<file path="src/rtl/bram_burst_reader_if.sv">
// ---------------------------------------------------------------------------
// bram_burst_reader_if
//   Bundles the three buses of the burst reader so they travel as one port.
//   - cmd_*  : burst command channel (valid/ready), start address and length-1
//   - bram_* : single-port BRAM port (en/we/addr/din out, dout in, 1-cycle read)
//   - m_*    : output word stream (valid/ready) with last-word marker
//   - busy   : burst in progress
//   modport master : the burst reader itself
//   modport slave  : the surroundings (command source, BRAM, stream sink)
// ---------------------------------------------------------------------------
interface bram_burst_reader_if #(
    parameter int DATA_WIDTH = 8,
    parameter int ADDR_WIDTH = 12,
    parameter int LEN_WIDTH  = 12
) ();

    // Command channel
    logic                  cmd_valid;
    logic                  cmd_ready;
    logic [ADDR_WIDTH-1:0] cmd_addr;
    logic [LEN_WIDTH-1:0]  cmd_len;

    // BRAM port
    logic                  bram_en;
    logic                  bram_we;
    logic [ADDR_WIDTH-1:0] bram_addr;
    logic [DATA_WIDTH-1:0] bram_din;
    logic [DATA_WIDTH-1:0] bram_dout;

    // Output stream
    logic                  m_valid;
    logic                  m_ready;
    logic [DATA_WIDTH-1:0] m_data;
    logic                  m_last;

    // Status
    logic                  busy;

    modport master (
        input  cmd_valid, cmd_addr, cmd_len, bram_dout, m_ready,
        output cmd_ready, bram_en, bram_we, bram_addr, bram_din,
        output m_valid, m_data, m_last, busy
    );

    modport slave (
        output cmd_valid, cmd_addr, cmd_len, bram_dout, m_ready,
        input  cmd_ready, bram_en, bram_we, bram_addr, bram_din,
        input  m_valid, m_data, m_last, busy
    );

endinterface

</file>
<file path="src/rtl/bram_burst_reader.sv">
// ---------------------------------------------------------------------------
// bram_burst_reader
//   Read-side master for a single-port BRAM with 1-cycle read latency.
//   A burst command (start address, length-1) is turned into sequential BRAM
//   reads; returned words go through a 4-entry FIFO and are streamed out on a
//   valid/ready interface with the final word flagged by m_last.  Reads are
//   only issued while FIFO occupancy plus reads in flight stays below the
//   FIFO depth, so sink backpressure can never overflow the FIFO.
//
// Ports
//   clk  : rising-edge clock
//   rst  : synchronous active-high reset (aborts any burst, drops in-flight reads)
//   bus  : bram_burst_reader_if.master
//          cmd_valid/cmd_ready/cmd_addr/cmd_len  burst command (ready only in IDLE)
//          bram_en/bram_we/bram_addr/bram_din    BRAM request (we, din tied to 0)
//          bram_dout                             BRAM read data, 1 cycle after en
//          m_valid/m_ready/m_data/m_last         output word stream
//          busy                                  command accepted, last word not yet sent
// ---------------------------------------------------------------------------
module bram_burst_reader #(
    parameter int DATA_WIDTH = 8,
    parameter int ADDR_WIDTH = 12,
    parameter int LEN_WIDTH  = 12
) (
    input  logic                clk,
    input  logic                rst,
    bram_burst_reader_if.master bus
);

    localparam int FIFO_DEPTH = 4;
    localparam int PTR_WIDTH  = 2;

    localparam logic [LEN_WIDTH-1:0]  LEN_ZERO  = LEN_WIDTH'(0);
    localparam logic [LEN_WIDTH-1:0]  LEN_ONE   = LEN_WIDTH'(1);
    localparam logic [ADDR_WIDTH-1:0] ADDR_ZERO = ADDR_WIDTH'(0);
    localparam logic [ADDR_WIDTH-1:0] ADDR_ONE  = ADDR_WIDTH'(1);
    localparam logic [3:0]            OCC_LIMIT = 4'(FIFO_DEPTH);

    typedef enum logic [1:0] {
        ST_IDLE  = 2'd0,
        ST_ISSUE = 2'd1,
        ST_DRAIN = 2'd2
    } state_t;

    // FSM
    state_t state_q, state_d;

    // Read issue datapath
    logic [ADDR_WIDTH-1:0] next_addr_q, next_addr_d;   // address of the next read to issue
    logic [LEN_WIDTH-1:0]  remaining_q, remaining_d;   // reads still to issue after bram_addr_q
    logic                  bram_en_q, bram_en_d;
    logic [ADDR_WIDTH-1:0] bram_addr_q, bram_addr_d;
    logic                  en_last_q, en_last_d;       // the read in bram_en_q is the burst's final word

    // Read return pipeline: bram_dout is valid in the cycle after bram_en
    logic                  rd_valid_q, rd_valid_d;
    logic                  rd_last_q, rd_last_d;

    // Output FIFO, last flag stored per entry
    logic [FIFO_DEPTH-1:0][DATA_WIDTH-1:0] fifo_data_q, fifo_data_d;
    logic [FIFO_DEPTH-1:0]                 fifo_last_q, fifo_last_d;
    logic [PTR_WIDTH-1:0]                  wr_ptr_q, wr_ptr_d;
    logic [PTR_WIDTH-1:0]                  rd_ptr_q, rd_ptr_d;
    logic [2:0]                            count_q, count_d;

    // Registered status outputs
    logic busy_q, busy_d;
    logic cmd_ready_q, cmd_ready_d;

    // Combinational helpers
    logic       cmd_hs_s;
    logic       issue_s;
    logic [1:0] inflight_s;
    logic [3:0] occupancy_s;
    logic       room_s;
    logic       push_s;
    logic       pop_s;
    logic       m_valid_s;
    logic       head_last_s;

    assign cmd_hs_s    = bus.cmd_valid & cmd_ready_q;
    assign m_valid_s   = (count_q != 3'd0);
    assign head_last_s = fifo_last_q[rd_ptr_q];
    assign push_s      = rd_valid_q;
    assign pop_s       = m_valid_s & bus.m_ready;

    // Occupancy is evaluated on registered state, so a read issued now is
    // already counted as in flight when the next issue is decided.
    assign inflight_s  = {1'b0, bram_en_q} + {1'b0, rd_valid_q};
    assign occupancy_s = {1'b0, count_q} + {2'b00, inflight_s};
    assign room_s      = (occupancy_s < OCC_LIMIT);

    // Issue a follow-on read while words remain and the FIFO can take it
    assign issue_s = (state_q == ST_ISSUE) && (remaining_q != LEN_ZERO) && room_s;

    // FSM state register
    always_ff @(posedge clk) begin
        if (rst) begin
            state_q <= ST_IDLE;
        end else begin
            state_q <= state_d;
        end
    end

    // FSM next-state logic
    always_comb begin
        state_d = state_q;
        case (state_q)
            ST_IDLE: begin
                // The first read goes out straight from the handshake, so a
                // one-word burst has nothing left to issue.
                if (cmd_hs_s) begin
                    if (bus.cmd_len == LEN_ZERO) begin
                        state_d = ST_DRAIN;
                    end else begin
                        state_d = ST_ISSUE;
                    end
                end else begin
                    state_d = ST_IDLE;
                end
            end
            ST_ISSUE: begin
                if (issue_s && (remaining_q == LEN_ONE)) begin
                    state_d = ST_DRAIN;
                end else begin
                    state_d = ST_ISSUE;
                end
            end
            ST_DRAIN: begin
                if (pop_s && head_last_s) begin
                    state_d = ST_IDLE;
                end else begin
                    state_d = ST_DRAIN;
                end
            end
            default: begin
                state_d = ST_IDLE;
            end
        endcase
    end

    // FSM outputs: status flags follow the upcoming state so they are registered
    always_comb begin
        busy_d      = (state_d != ST_IDLE);
        cmd_ready_d = (state_d == ST_IDLE);
    end

    // Read issue: address/length bookkeeping and BRAM request generation
    always_comb begin
        bram_en_d   = 1'b0;
        en_last_d   = 1'b0;
        bram_addr_d = bram_addr_q;
        next_addr_d = next_addr_q;
        remaining_d = remaining_q;
        if (cmd_hs_s) begin
            bram_en_d   = 1'b1;
            en_last_d   = (bus.cmd_len == LEN_ZERO);
            bram_addr_d = bus.cmd_addr;
            next_addr_d = bus.cmd_addr + ADDR_ONE;
            remaining_d = bus.cmd_len;
        end else if (issue_s) begin
            bram_en_d   = 1'b1;
            en_last_d   = (remaining_q == LEN_ONE);
            bram_addr_d = next_addr_q;
            next_addr_d = next_addr_q + ADDR_ONE;
            remaining_d = remaining_q - LEN_ONE;
        end else begin
            bram_en_d   = 1'b0;
            en_last_d   = 1'b0;
        end
    end

    // Read return: data arrives one cycle after the request
    always_comb begin
        rd_valid_d = bram_en_q;
        rd_last_d  = en_last_q;
    end

    // FIFO: write returned data, pop on stream transfer, both in one cycle allowed
    always_comb begin
        fifo_data_d = fifo_data_q;
        fifo_last_d = fifo_last_q;
        if (push_s) begin
            fifo_data_d[wr_ptr_q] = bus.bram_dout;
            fifo_last_d[wr_ptr_q] = rd_last_q;
            wr_ptr_d              = wr_ptr_q + 2'd1;
        end else begin
            wr_ptr_d              = wr_ptr_q;
        end
        if (pop_s) begin
            rd_ptr_d = rd_ptr_q + 2'd1;
        end else begin
            rd_ptr_d = rd_ptr_q;
        end
        case ({push_s, pop_s})
            2'b10:   count_d = count_q + 3'd1;
            2'b01:   count_d = count_q - 3'd1;
            default: count_d = count_q;
        endcase
    end

    // Datapath, pipeline and FIFO registers
    always_ff @(posedge clk) begin
        if (rst) begin
            bram_en_q   <= 1'b0;
            en_last_q   <= 1'b0;
            bram_addr_q <= ADDR_ZERO;
            next_addr_q <= ADDR_ZERO;
            remaining_q <= LEN_ZERO;
            rd_valid_q  <= 1'b0;
            rd_last_q   <= 1'b0;
            fifo_data_q <= {(FIFO_DEPTH*DATA_WIDTH){1'b0}};
            fifo_last_q <= {FIFO_DEPTH{1'b0}};
            wr_ptr_q    <= 2'd0;
            rd_ptr_q    <= 2'd0;
            count_q     <= 3'd0;
            busy_q      <= 1'b0;
            cmd_ready_q <= 1'b1;
        end else begin
            bram_en_q   <= bram_en_d;
            en_last_q   <= en_last_d;
            bram_addr_q <= bram_addr_d;
            next_addr_q <= next_addr_d;
            remaining_q <= remaining_d;
            rd_valid_q  <= rd_valid_d;
            rd_last_q   <= rd_last_d;
            fifo_data_q <= fifo_data_d;
            fifo_last_q <= fifo_last_d;
            wr_ptr_q    <= wr_ptr_d;
            rd_ptr_q    <= rd_ptr_d;
            count_q     <= count_d;
            busy_q      <= busy_d;
            cmd_ready_q <= cmd_ready_d;
        end
    end

    // Port drive; the stream presents the FIFO head, which holds until popped
    assign bus.cmd_ready = cmd_ready_q;
    assign bus.bram_en   = bram_en_q;
    assign bus.bram_we   = 1'b0;
    assign bus.bram_addr = bram_addr_q;
    assign bus.bram_din  = {DATA_WIDTH{1'b0}};
    assign bus.m_valid   = m_valid_s;
    assign bus.m_data    = fifo_data_q[rd_ptr_q];
    assign bus.m_last    = head_last_s;
    assign bus.busy      = busy_q;

endmodule
</file>
<file path="src/flat_wrapper.sv">
// flat-port wrapper written by rule: the top's interface ports become plain ports
module bram_burst_reader_flat 
#(
    parameter int DATA_WIDTH = 8,
    parameter int ADDR_WIDTH = 12,
    parameter int LEN_WIDTH  = 12
)
  (clk, rst, bus_cmd_valid, bus_cmd_addr, bus_cmd_len, bus_bram_dout, bus_m_ready, bus_cmd_ready, bus_bram_en, bus_bram_we, bus_bram_addr, bus_bram_din, bus_m_valid, bus_m_data, bus_m_last, bus_busy);
  bram_burst_reader_if #(.DATA_WIDTH(DATA_WIDTH), .ADDR_WIDTH(ADDR_WIDTH), .LEN_WIDTH(LEN_WIDTH)) bus_i ();
  input  logic clk;
  input  logic rst;
  input wire logic [$bits(bus_i.cmd_valid)-1:0] bus_cmd_valid;
  input wire logic [$bits(bus_i.cmd_addr)-1:0] bus_cmd_addr;
  input wire logic [$bits(bus_i.cmd_len)-1:0] bus_cmd_len;
  input wire logic [$bits(bus_i.bram_dout)-1:0] bus_bram_dout;
  input wire logic [$bits(bus_i.m_ready)-1:0] bus_m_ready;
  output wire logic [$bits(bus_i.cmd_ready)-1:0] bus_cmd_ready;
  output wire logic [$bits(bus_i.bram_en)-1:0] bus_bram_en;
  output wire logic [$bits(bus_i.bram_we)-1:0] bus_bram_we;
  output wire logic [$bits(bus_i.bram_addr)-1:0] bus_bram_addr;
  output wire logic [$bits(bus_i.bram_din)-1:0] bus_bram_din;
  output wire logic [$bits(bus_i.m_valid)-1:0] bus_m_valid;
  output wire logic [$bits(bus_i.m_data)-1:0] bus_m_data;
  output wire logic [$bits(bus_i.m_last)-1:0] bus_m_last;
  output wire logic [$bits(bus_i.busy)-1:0] bus_busy;
  assign bus_i.cmd_valid = bus_cmd_valid;
  assign bus_i.cmd_addr = bus_cmd_addr;
  assign bus_i.cmd_len = bus_cmd_len;
  assign bus_i.bram_dout = bus_bram_dout;
  assign bus_i.m_ready = bus_m_ready;
  assign bus_cmd_ready = bus_i.cmd_ready;
  assign bus_bram_en = bus_i.bram_en;
  assign bus_bram_we = bus_i.bram_we;
  assign bus_bram_addr = bus_i.bram_addr;
  assign bus_bram_din = bus_i.bram_din;
  assign bus_m_valid = bus_i.m_valid;
  assign bus_m_data = bus_i.m_data;
  assign bus_m_last = bus_i.m_last;
  assign bus_busy = bus_i.busy;
  bram_burst_reader #(.DATA_WIDTH(DATA_WIDTH), .ADDR_WIDTH(ADDR_WIDTH), .LEN_WIDTH(LEN_WIDTH)) u_core (.clk(clk), .rst(rst), .bus(bus_i));
endmodule
</file>
<file path="config.mk">
export PLATFORM = sky130hd
export DESIGN_NAME = bram_burst_reader_flat
export DESIGN_NICKNAME = d
export VERILOG_FILES = /design/src/rtl/bram_burst_reader_if.sv /design/src/rtl/bram_burst_reader.sv /design/src/flat_wrapper.sv
export SDC_FILE = /design/constraint.sdc
export NUM_CORES = 1
export LEC_CHECK = 0
export ABC_CLOCK_PERIOD_IN_PS = 4690
export CAP_MARGIN = 10
export CORE_MARGIN = 1.5
export CORE_UTILIZATION = 54
export CTS_CLUSTER_SIZE = 10
export DETAILED_ROUTE_END_ITERATION = 7
export GPL_TIMING_DRIVEN = 0
export PLACE_DENSITY = 0.84
export SLEW_MARGIN = 20
export SYNTH_ARGS = -nofsm -noshare
export SYNTH_HDL_FRONTEND = slang
export SYNTH_SLANG_ARGS = --single-unit
</file>
<file path="constraint.sdc">
create_clock -name clk -period 4.69 [get_ports clk]
set_input_delay 1.407 -clock clk [delete_from_list [all_inputs] [get_ports clk]]
set_output_delay 1.407 -clock clk [all_outputs]
set_load 0.03 [all_outputs]
</file>
==> summary.txt <==
Detailed routing
  • Aggregate routed wire length: between 10,000 and 15,000 µm
  • Routed length per instance: between 15 and 20 µm
  • DR iter-0 viols: 275
  • Detailed Routing Iterations Pass 1: 5
  • Routed vias: 4,269
  • Remaining DRCs: 0
  • Via density per instance: ~6
  • DRT antenna net count: 0

Critical path
  • Arr. time, crit path: 4260 ps
  • Sequence of cells on the critical path: buf_2, and2_1, buf_2, mux2i_1, clkinv_1, ha_1, a21boi_0, a22oi_1, nor4_1, nand4_1, nor4bb_1
  • End point of the critical path: u_core.next_addr_q[10]
  • Worst Reg-to-Reg Cells: 11
  • Count of cell instances traversed by the critical path: 11
  • Critical path's largest stage delay: 500 ps
  • Endpoint class of the critical path: flop
  • Number of buffers and inverters on the critical path: 3
  • Critical path startpoint category: input pin
  • Largest fanout of any net on the critical path: 10
  • WP data required: 4960 ps
  • Worst reg2reg path endpoint: u_core.next_addr_q[10]
  • Most numerous cell on the critical path: sky130_fd_sc_hd__buf_2
  • Setup slack on the worst flop-to-flop path: approximately 1400 ps
  • Worst setup path start: bus_cmd_valid
  • Critical register-to-register path startpoint: u_core.bus.cmd_ready
  • Critical-path top delay cell: sky130_fd_sc_hd__mux2i_1
  • Kind of cell adding the most delay to the critical path: simple AND/OR/NAND/NOR gates
  • Type of the setup path with the least slack: in -> reg

Clock tree
  • TritonCTS clock tree: built
  • Clock transition at the register clock pins on the worst setup and hold paths after CTS: around 80 ps
  • Post-CTS repair timing setup buffer count: 0
  • H-tree depth reported by CTS: 3
  • Clock root cell: sky130_fd_sc_hd__clkbuf_8
  • Number of hold buffers added after cts: 0
  • Insertion delay to the later sink of the worst-skew pair: 380 ps
  • Max Root-Sink Buffers: 2
  • Number of instances resized during post-cts repair: 0
  • Clock sink total: between 80 and 90
  • Number of CTS-inserted buffers: 9

Pwr
  • Power per unit of standard cell area: 365 mW/mm²
  • Peak supply drop: 0.209 mV
  • Leakage dissipation: 0.00187 µW

Layout
  • Final Non-Filler Cells: 711
  • Fill cell total of the finished layout: 658
  • Share of post-route cells with drive strength above 1: 9.52%
  • Most common cell after layout, fill and taps aside: sky130_fd_sc_hd__dfxtp_1
  • Final net count: 650
  • ANT cells: 0
  • Core occupancy in the finished layout: 69.1%
  • Relative area change from synthesis to final layout: 21.9%
  • Top library cells by usage in the layout, fill and taps aside: sky130_fd_sc_hd__dfxtp_1 (87), sky130_fd_sc_hd__nand2_1 (72), sky130_fd_sc_hd__clkdlybuf4s50_1 (58)

Synthesis
  • Distinct cell type count after synthesis: 60
  • Share of the yosys chip area belonging to registers: 39.2%
  • Largest family of logic cells by synthesized area: simple AND/OR/NAND/NOR gates
  • YS warnings: 0
  • Number of synthesized register bits: 87
  • Share of synthesized cell area in and, or, nand and nor gates: between 20% and 30%
  • Top flip-flop cell by instance count after synthesis: sky130_fd_sc_hd__dfxtp_1
  • Compound-Gate Fraction of Synth Area: 15.8%
  • Fraction of synthesized area in multiplexers: 5.94%
  • Syn avg cell area: 8.44 µm²
  • Cells after synthesis: 527
  • Leading cell types by total area after synthesis: sky130_fd_sc_hd__dfxtp_1 (39%), sky130_fd_sc_hd__nand2_1 (6.1%), sky130_fd_sc_hd__a21oi_1 (5.2%)
  • Area of the mapped netlist: 0.00445 mm²
  • Cell type contributing the most total cell area after synthesis: sky130_fd_sc_hd__dfxtp_1
  • Share of flip-flops with an asynchronous set or reset: 0%
  • Area share of xor/xnor cells in the synthesized design: roughly 4.7%
  • Adder-cell share of the synthesized area: a little under 3%
  • Post-synth EDFFs: 0
  • Area fraction of the dominant cell type after synthesis: 39.2%

Global routing
  • Wire length of the first global-routing pass: 20,100 µm
  • Final global-route overflow total: 0
  • Antenna violations before repair: 0
  • Via count of the first global-routing pass: 4,240
  • All-layer global routing usage: 29.2%
  • Pin count of the biggest net entering global routing: 17

Placed design
  • RePlAce Congestion: between 0.9 and 1
  • Placed wire-length estimate: 8630 µm
  • Placed cell count: 695
  • Port-buffer cells: 58
  • Worst setup slack before clock tree synthesis: 448 ps

Floorplan
  • Chip Width: 93.7 µm
  • Area of the core: 0.00785 mm²
  • Die area: roughly 0.0088 mm²
  • Number of placed I/O pins: 70
  • Chip height: 93.7 µm
  • Starting utilization of the core area: 56.7%
  • FP Rows: 32

Timing
  • Final WS setup: 697 ps
  • Total setup violations reported at the end of the flow: 0
  • Clock skew: 16.9 ps
  • Minimum period implied by the final worst setup slack: ~4000 ps
  • Tightest Pin Transition: 809 ps
  • Unrepaired setup endpoints after global routing: false
  • Total count of hold-check failures in the final report: 0
  • Final Cycle Share: 85.1%
  • Achievable clock frequency: 250 MHz
  • Rel. slew slack: 46.1%
  • Final setup TNS: 0 ps
  • Worst hold slack across all endpoints: 457 ps
  • Fin. max-slew vios: 0

Hold path
  • Path class of the lowest-slack min-delay path: reg -> reg

Job
  • Number of max-cap violations: 0

Outcome
  • Outcome: finished clean
cells by family after synthesis:
family,count (synthesis)
muxes,15
buffers and inverters,58
DFF,87
other,1
adders and majority gates,10
and+or+nand+nor,225
xor gates and xnor gates,24
AOI/OAI and AO/OA,107
routing by layer:
metal / global-route usage, % / share of wire [%]
met2: 51.3 / 51
met4: 11.1 / 1.9
met1: 34.9 / 41
met5: 0 / 0
met3: 6.15 / 6.6
worst min path at each step:
| stage | startpoint | to | slack [ps] | depth (start not counted) |
|---|---|---|---|---|
| 2_1_floorplan | u_core.en_last_q | u_core.rd_last_q | 410 | 1 |
| 3_3_place_gp | u_core.en_last_q | u_core.rd_last_q | 420 | 1 |
| 3_5_place_dp | u_core.fifo_data_q[19] | u_core.fifo_data_q[19] | 450 | 2 |
| 4_1_cts | u_core.fifo_data_q[31] | u_core.fifo_data_q[31] | 460 | 2 |
| 5_1_grt | u_core.en_last_q | u_core.rd_last_q | 470 | 1 |
| 6_report | u_core.en_last_q | u_core.rd_last_q | 460 | 1 |
metrics by stage:
stage / instance area, µm² / power [µW]
6_report: 5420 / 1980
5_1_grt: 5420 / 2070
4_1_cts: 5420 / 1980
3_5_place_dp: 5180 / 1370
3_3_place_gp: 5180 / 1350
2_1_floorplan: 4480 / 1200
synth_stat cells, types with 3 or more instances:
cell / count
sky130_fd_sc_hd__nand2_1: 72
sky130_fd_sc_hd__o21ai_0: 5
sky130_fd_sc_hd__nand3_1: 44
sky130_fd_sc_hd__mux4_2: 9
sky130_fd_sc_hd__a31oi_1: 3
sky130_fd_sc_hd__or3_1: 6
sky130_fd_sc_hd__nor2_1: 43
sky130_fd_sc_hd__buf_2: 7
sky130_fd_sc_hd__a21o_1: 4
sky130_fd_sc_hd__dfxtp_1: 87
sky130_fd_sc_hd__a311oi_1: 9
sky130_fd_sc_hd__xnor2_1: 13
sky130_fd_sc_hd__inv_1: 11
sky130_fd_sc_hd__xor2_1: 11
sky130_fd_sc_hd__and4_1: 3
sky130_fd_sc_hd__a21boi_0: 4
sky130_fd_sc_hd__ha_1: 9
sky130_fd_sc_hd__o21a_1: 3
sky130_fd_sc_hd__nor3_1: 8
sky130_fd_sc_hd__mux2i_1: 5
sky130_fd_sc_hd__a211oi_1: 17
sky130_fd_sc_hd__nor2b_1: 3
sky130_fd_sc_hd__a21oi_1: 46
sky130_fd_sc_hd__buf_4: 9
sky130_fd_sc_hd__and3_1: 3
sky130_fd_sc_hd__nor3b_1: 3
sky130_fd_sc_hd__nand4_1: 14
sky130_fd_sc_hd__nor4_1: 7
sky130_fd_sc_hd__clkbuf_1: 26
worst reg2reg max path: cells and delay by family, from the launching register on:
family | cells | cell delay [ps]
buf+inv | 3 | 760
mux | 1 | 500
fa+ha+maj | 1 | 390
compound gates | 2 | 490
simple gates | 4 | 750
flops | 1 | 330
state kept, by name, indices dropped and copies added, names as in the netlist:
register	flops
u_core.en_last_q	1
u_core.fifo_last_q	4
u_core.state_q	2
u_core.fifo_data_q	32
u_core.wr_ptr_q	2
u_core.bus.cmd_ready	1
u_core.rd_ptr_q	2
u_core.bus.bram_en	1
u_core.count_q	3
u_core.bus.bram_addr	12
u_core.bus.busy	1
u_core.next_addr_q	12
u_core.push_s	1
u_core.remaining_q	12
u_core.rd_last_q	1
power breakdown:
group / internal [µW] / switching [µW]
clock network: 323 / 294
logic: 212 / 310
registers: 793 / 50.1
final cells by class:
type                    instances  area [µm²]  area share, %
well taps                     102         128           2.35
clock inverters                 6        97.6           1.80
multi-input cells             390        2460           45.4
clock buffers                  10         138           2.54
repair buffers                 58         581           10.7
plain buffers                  46         230           4.25
inverters                      12        45.0          0.831
flip-flops and latches         87        1740           32.1
Power figures use the tool's default switching activity.
==> patch 1 (same settings) <==
`LEN_WIDTH` is set to 12 in 3 places; all go to 6.
--- a/src/rtl/bram_burst_reader_if.sv
+++ b/src/rtl/bram_burst_reader_if.sv
@@ -12,5 +12,5 @@
     parameter int DATA_WIDTH = 8,
     parameter int ADDR_WIDTH = 12,
-    parameter int LEN_WIDTH  = 12
+    parameter int LEN_WIDTH  = 6
 ) ();
 
--- a/src/rtl/bram_burst_reader.sv
+++ b/src/rtl/bram_burst_reader.sv
@@ -21,5 +21,5 @@
     parameter int DATA_WIDTH = 8,
     parameter int ADDR_WIDTH = 12,
-    parameter int LEN_WIDTH  = 12
+    parameter int LEN_WIDTH  = 6
 ) (
     input  logic                clk,
--- a/src/flat_wrapper.sv
+++ b/src/flat_wrapper.sv
@@ -4,5 +4,5 @@
     parameter int DATA_WIDTH = 8,
     parameter int ADDR_WIDTH = 12,
-    parameter int LEN_WIDTH  = 12
+    parameter int LEN_WIDTH  = 6
 )
   (clk, rst, bus_cmd_valid, bus_cmd_addr, bus_cmd_len, bus_bram_dout, bus_m_ready, bus_cmd_ready, bus_bram_en, bus_bram_we, bus_bram_addr, bus_bram_din, bus_m_valid, bus_m_data, bus_m_last, bus_busy);
Ports: changed (resized bus_cmd_len); port bits go from 70 to 64. No check against the original RTL was run, so the function may have changed too.
==> patch 1 against the unedited design <==
Area after synthesis decreased by 11%; power decreased by 7.5%; combinational power decreased by 2%; cell area decreased by 11%; fmax decreased by 3.8%; critical path depth increased by 1; routed wire length decreased by 17%; setup slack got worse by 0.16 ns; sequential cell count decreased by 6.
==> patch 1: results (changes against the unedited design) <==
* Status: completed
* Fill count at 579 (-12%)
* Num sequential at 81 (-6.9%)
* CP max stage delay at 0.62 ns (+0.12 ns)
* Slowest CP cell: clkdlybuf4s50_1
* Worst clock skew at 0.00836 ns (-0.00856 ns)
* IO buf count at 53 (-8.6%)
* Multi-input logic area at 2080 µm² (-15%)
* Non-clock buffers, area share at 15.8% (+0.85 points)
* Non-Clock Buffer Count at 93 (-11%)
* Total track usage at 27.5% (-1.7 points)
* Comb_multi_in at 336 (-14%)
* Worst-Margin Slew at 0.676 ns (-0.133 ns)
* First-pass GRT wire length at 16.4 mm (-19%)
* Final clock-cell share at 4.24% (-0.097 points)
* Synth cell types at 52 (-13%)
* Non-Filler Instances at 633 (-11%)
* DR iter-0 viols at 297 (+8.0%)
* Pre-CTS WS at 0.199 ns (-0.249 ns)
* Vias in the first global route at 3555 (-16%)
* Avg Cell Area, Syn at 8.59 µm² (+1.8%)
* Sequential area share after synthesis at 41.1% (+1.9 points)
* Cell Area, Placed at 4630 µm² (-11%)
* Worst vdd ir at 0.000219 V (+4.9%)
* Most frequent cells after synthesis: dfxtp_1, nand2_1, a21oi_1, nand3_1, nor2_1
* Non-clk invs at 11 (-1)
* Seq/total area at 33.5% (+1.4 points)
* Fin nets at 572 (-12%)
* Dominant cells by area after synthesis: dfxtp_1, nand2_1, a21oi_1, nand3_1, mux4_2
* FF/Latch Area at 1620 µm² (-6.9%)
* Met3 Usage GRT at 5.60% (-0.55 points)
* M2 GR Usage at 46.9% (-4.4 points)
* Delay-heaviest family, CP: buffers and inverters
* GR Layer Usage met1 at 33.3% (-1.6 points)
* Vias at 3659 (-14%)
* Met1 WL at 4.07 mm (-18%)
* Routability cong. at 0.935 (-1.5%)
* Fraction of layout cells with a size suffix above 1 at 12.1% (+2.6 points)
* Overall routed net length at 10.1 mm (-17%)
* Detailed placer's ending HPWL at 7.09 mm (-18%)
==> patch 1: cell types whose count changed after synthesis, sizes merged, moves of 8 or more <==
cell	change
a21oi	+14
nor2	-13
a311oi	-9
nand2	+9
nand4	-8
nor4	-8
xnor2	-8
==> patch 1: logic make-up after synthesis <==
group                      synth area share, %
and+or+nand+nor                           23.1
AOI/OAI and AO/OA                         14.0
xor gates and xnor gates                  2.66
muxes                                     8.81
adders and majority gates                 3.36
DFF                                       41.1
other                                   0.0949
buffers and inverters                     6.97
==> patch 1: final timing paths <==
check	start	endpoint	slack [ns]	cells after the start
hold reg to reg	u_core.en_last_q	u_core.rd_last_q	0.45	1
setup reg to reg	u_core.bus.cmd_ready	u_core.next_addr_q[4]	1.70	11
setup / recovery	bus_cmd_valid	u_core.next_addr_q[4]	0.54	12
hold / removal	u_core.en_last_q	u_core.rd_last_q	0.45	1
==> patch 1: power breakdown <==
part           switching, µW  total [µW]  internal (µW)
sequential              44.2         785            740
combinational            294         508            214
clock                    286         541            254
==> patch 2 (same flow settings) <==
Made on the original files. Reset style: asynchronous (`rst`), changed in 2 clocked blocks. Comments in the files are not updated.
--- a/src/rtl/bram_burst_reader.sv
+++ b/src/rtl/bram_burst_reader.sv
@@ -95,5 +95,5 @@
 
     // FSM state register
-    always_ff @(posedge clk) begin
+    always_ff @(posedge clk or posedge rst) begin
         if (rst) begin
             state_q <= ST_IDLE;
@@ -201,5 +201,5 @@
 
     // Datapath, pipeline and FIFO registers
-    always_ff @(posedge clk) begin
+    always_ff @(posedge clk or posedge rst) begin
         if (rst) begin
             bram_en_q   <= 1'b0;
Function: differs if rst is asserted again (counterexample within 4 cycles, from zero or initial values and one cycle with rst high); with rst held inactive, the same outputs for 10 cycles.
==> patch 2 against the unedited design <==
Critical path depth shrank 8; routed wire length shrank 22%; setup slack gained 0.26 ns; first-iteration DRC count shrank 53%; area after synthesis grew 5.0%; sequential cell count is the same; cell area grew 4.1%; largest cell class unchanged.
Power is not compared: it rests on default switching activity, and its combinational part moved more than twofold at a synthesized area within 25%.
==> patch 2: results (changes against the unedited design) <==
* Slowest CP cell: clkdlybuf4s50_1
* Worst setup endpoint: bus_m_last
* Sequential area share after synthesis at 46.6% (+7.5 points)
* Dominant synthesized flop cell: dfrtp_1
* CP max stage delay at 0.62 ns (+0.12 ns)
* Total power draw at ~4000 µW
* First-pass GRT wire length at 16.1 mm (-20%)
* Comb_multi_in at 281 (-28%)
* R2R setup slack at 2.21 ns (+0.84 ns)
* Status: completed
* Vias in the first global route at 3403 (-20%)
* Critical register-to-register path endpoint: u_core.next_addr_q[10]
* Worst-Margin Slew at 0.698 ns (-0.111 ns)
* Worst reg2reg path depth at 10 (-1)
* Cell Area, Placed at 5460 µm² (+5.4%)
* Clock Buffer Count at 11 (+1)
* FF-to-FF Start: u_core.bus.cmd_ready
* Fraction of area in multi-input gates at 41.2% (-4.2 points)
* Placed cell count at 569 (-18%)
* Synth cell types at 58 (-3.3%)
* Multi-input logic area at 2320 µm² (-5.6%)
* Critical Path Start: u_core.rd_ptr_q[1]
* First-pass iteration count of the detailed router at 4 (-1)
* Fin crit period at 3.73 ns (-0.259 ns)
* Non-Clock Buffer Count at 86 (-17%)
* Routability cong. at 0.802 (-16%)
* Fin nets at 521 (-20%)
* Pre-CTS WS at 0.614 ns (+0.166 ns)
* Hold EP: u_core.rd_last_q
* IO buf count at 60 (+3.4%)
* DR iter-0 viols at 128 (-53%)
* Post-synthesis adder-cell area fraction at 2.84% (-0.14 points)
* Dominant cells by area after synthesis: dfrtp_1, mux2_2, xnor2_1, mux4_2, nand2_1
* Most frequent cells after synthesis: dfrtp_1, nand2_1, mux2_2, xnor2_1, nor2_1
* Hold Startpoint: u_core.en_last_q
* Largest net degree at the start of global routing at 62 (+45)
* Post-synth ARST share at 100% (+100 points)
* Total track usage at 23.1% (-6.1 points)
* Hold Path Stages at 0 (-1)
-- patch 2: cell types whose count changed after synthesis, moves of 10 or more --
cell	change
clkbuf_1	-18
o21ai_1	+16
nand3_1	-43
dfxtp_1	-87
a211oi_1	-16
dfrtp_1	+86
nand4_1	-10
xnor2_1	+16
nor2_1	-24
nand2_1	-25
a21oi_1	-34
mux2_2	+36
-- patch 2: power by group through the flow --
stage	sequential (µW)	combinational, µW	clock [µW]
5_1_grt	1410	2330	541
2_1_floorplan	1440	1450	0
3_3_place_gp	1350	2070	0
3_5_place_dp	1370	2150	0
6_report	1360	2140	506
4_1_cts	1360	2160	512
-- patch 2: layer usage --
metal  global-route usage, %  wire [µm]  up-vias
li1                        -          -     1537
met1                    29.6       4270     1673
met2                    39.6       4720       84
met3                    3.24        372       14
met4                    8.82        147        0
met5                       0          0        -
-- patch 2: critical path, delay by kind of cell, from the launching register on --
kind,cells,cell delay (ns)
mux,1,0.47
buf+inv,2,1.15
flops,1,0.34
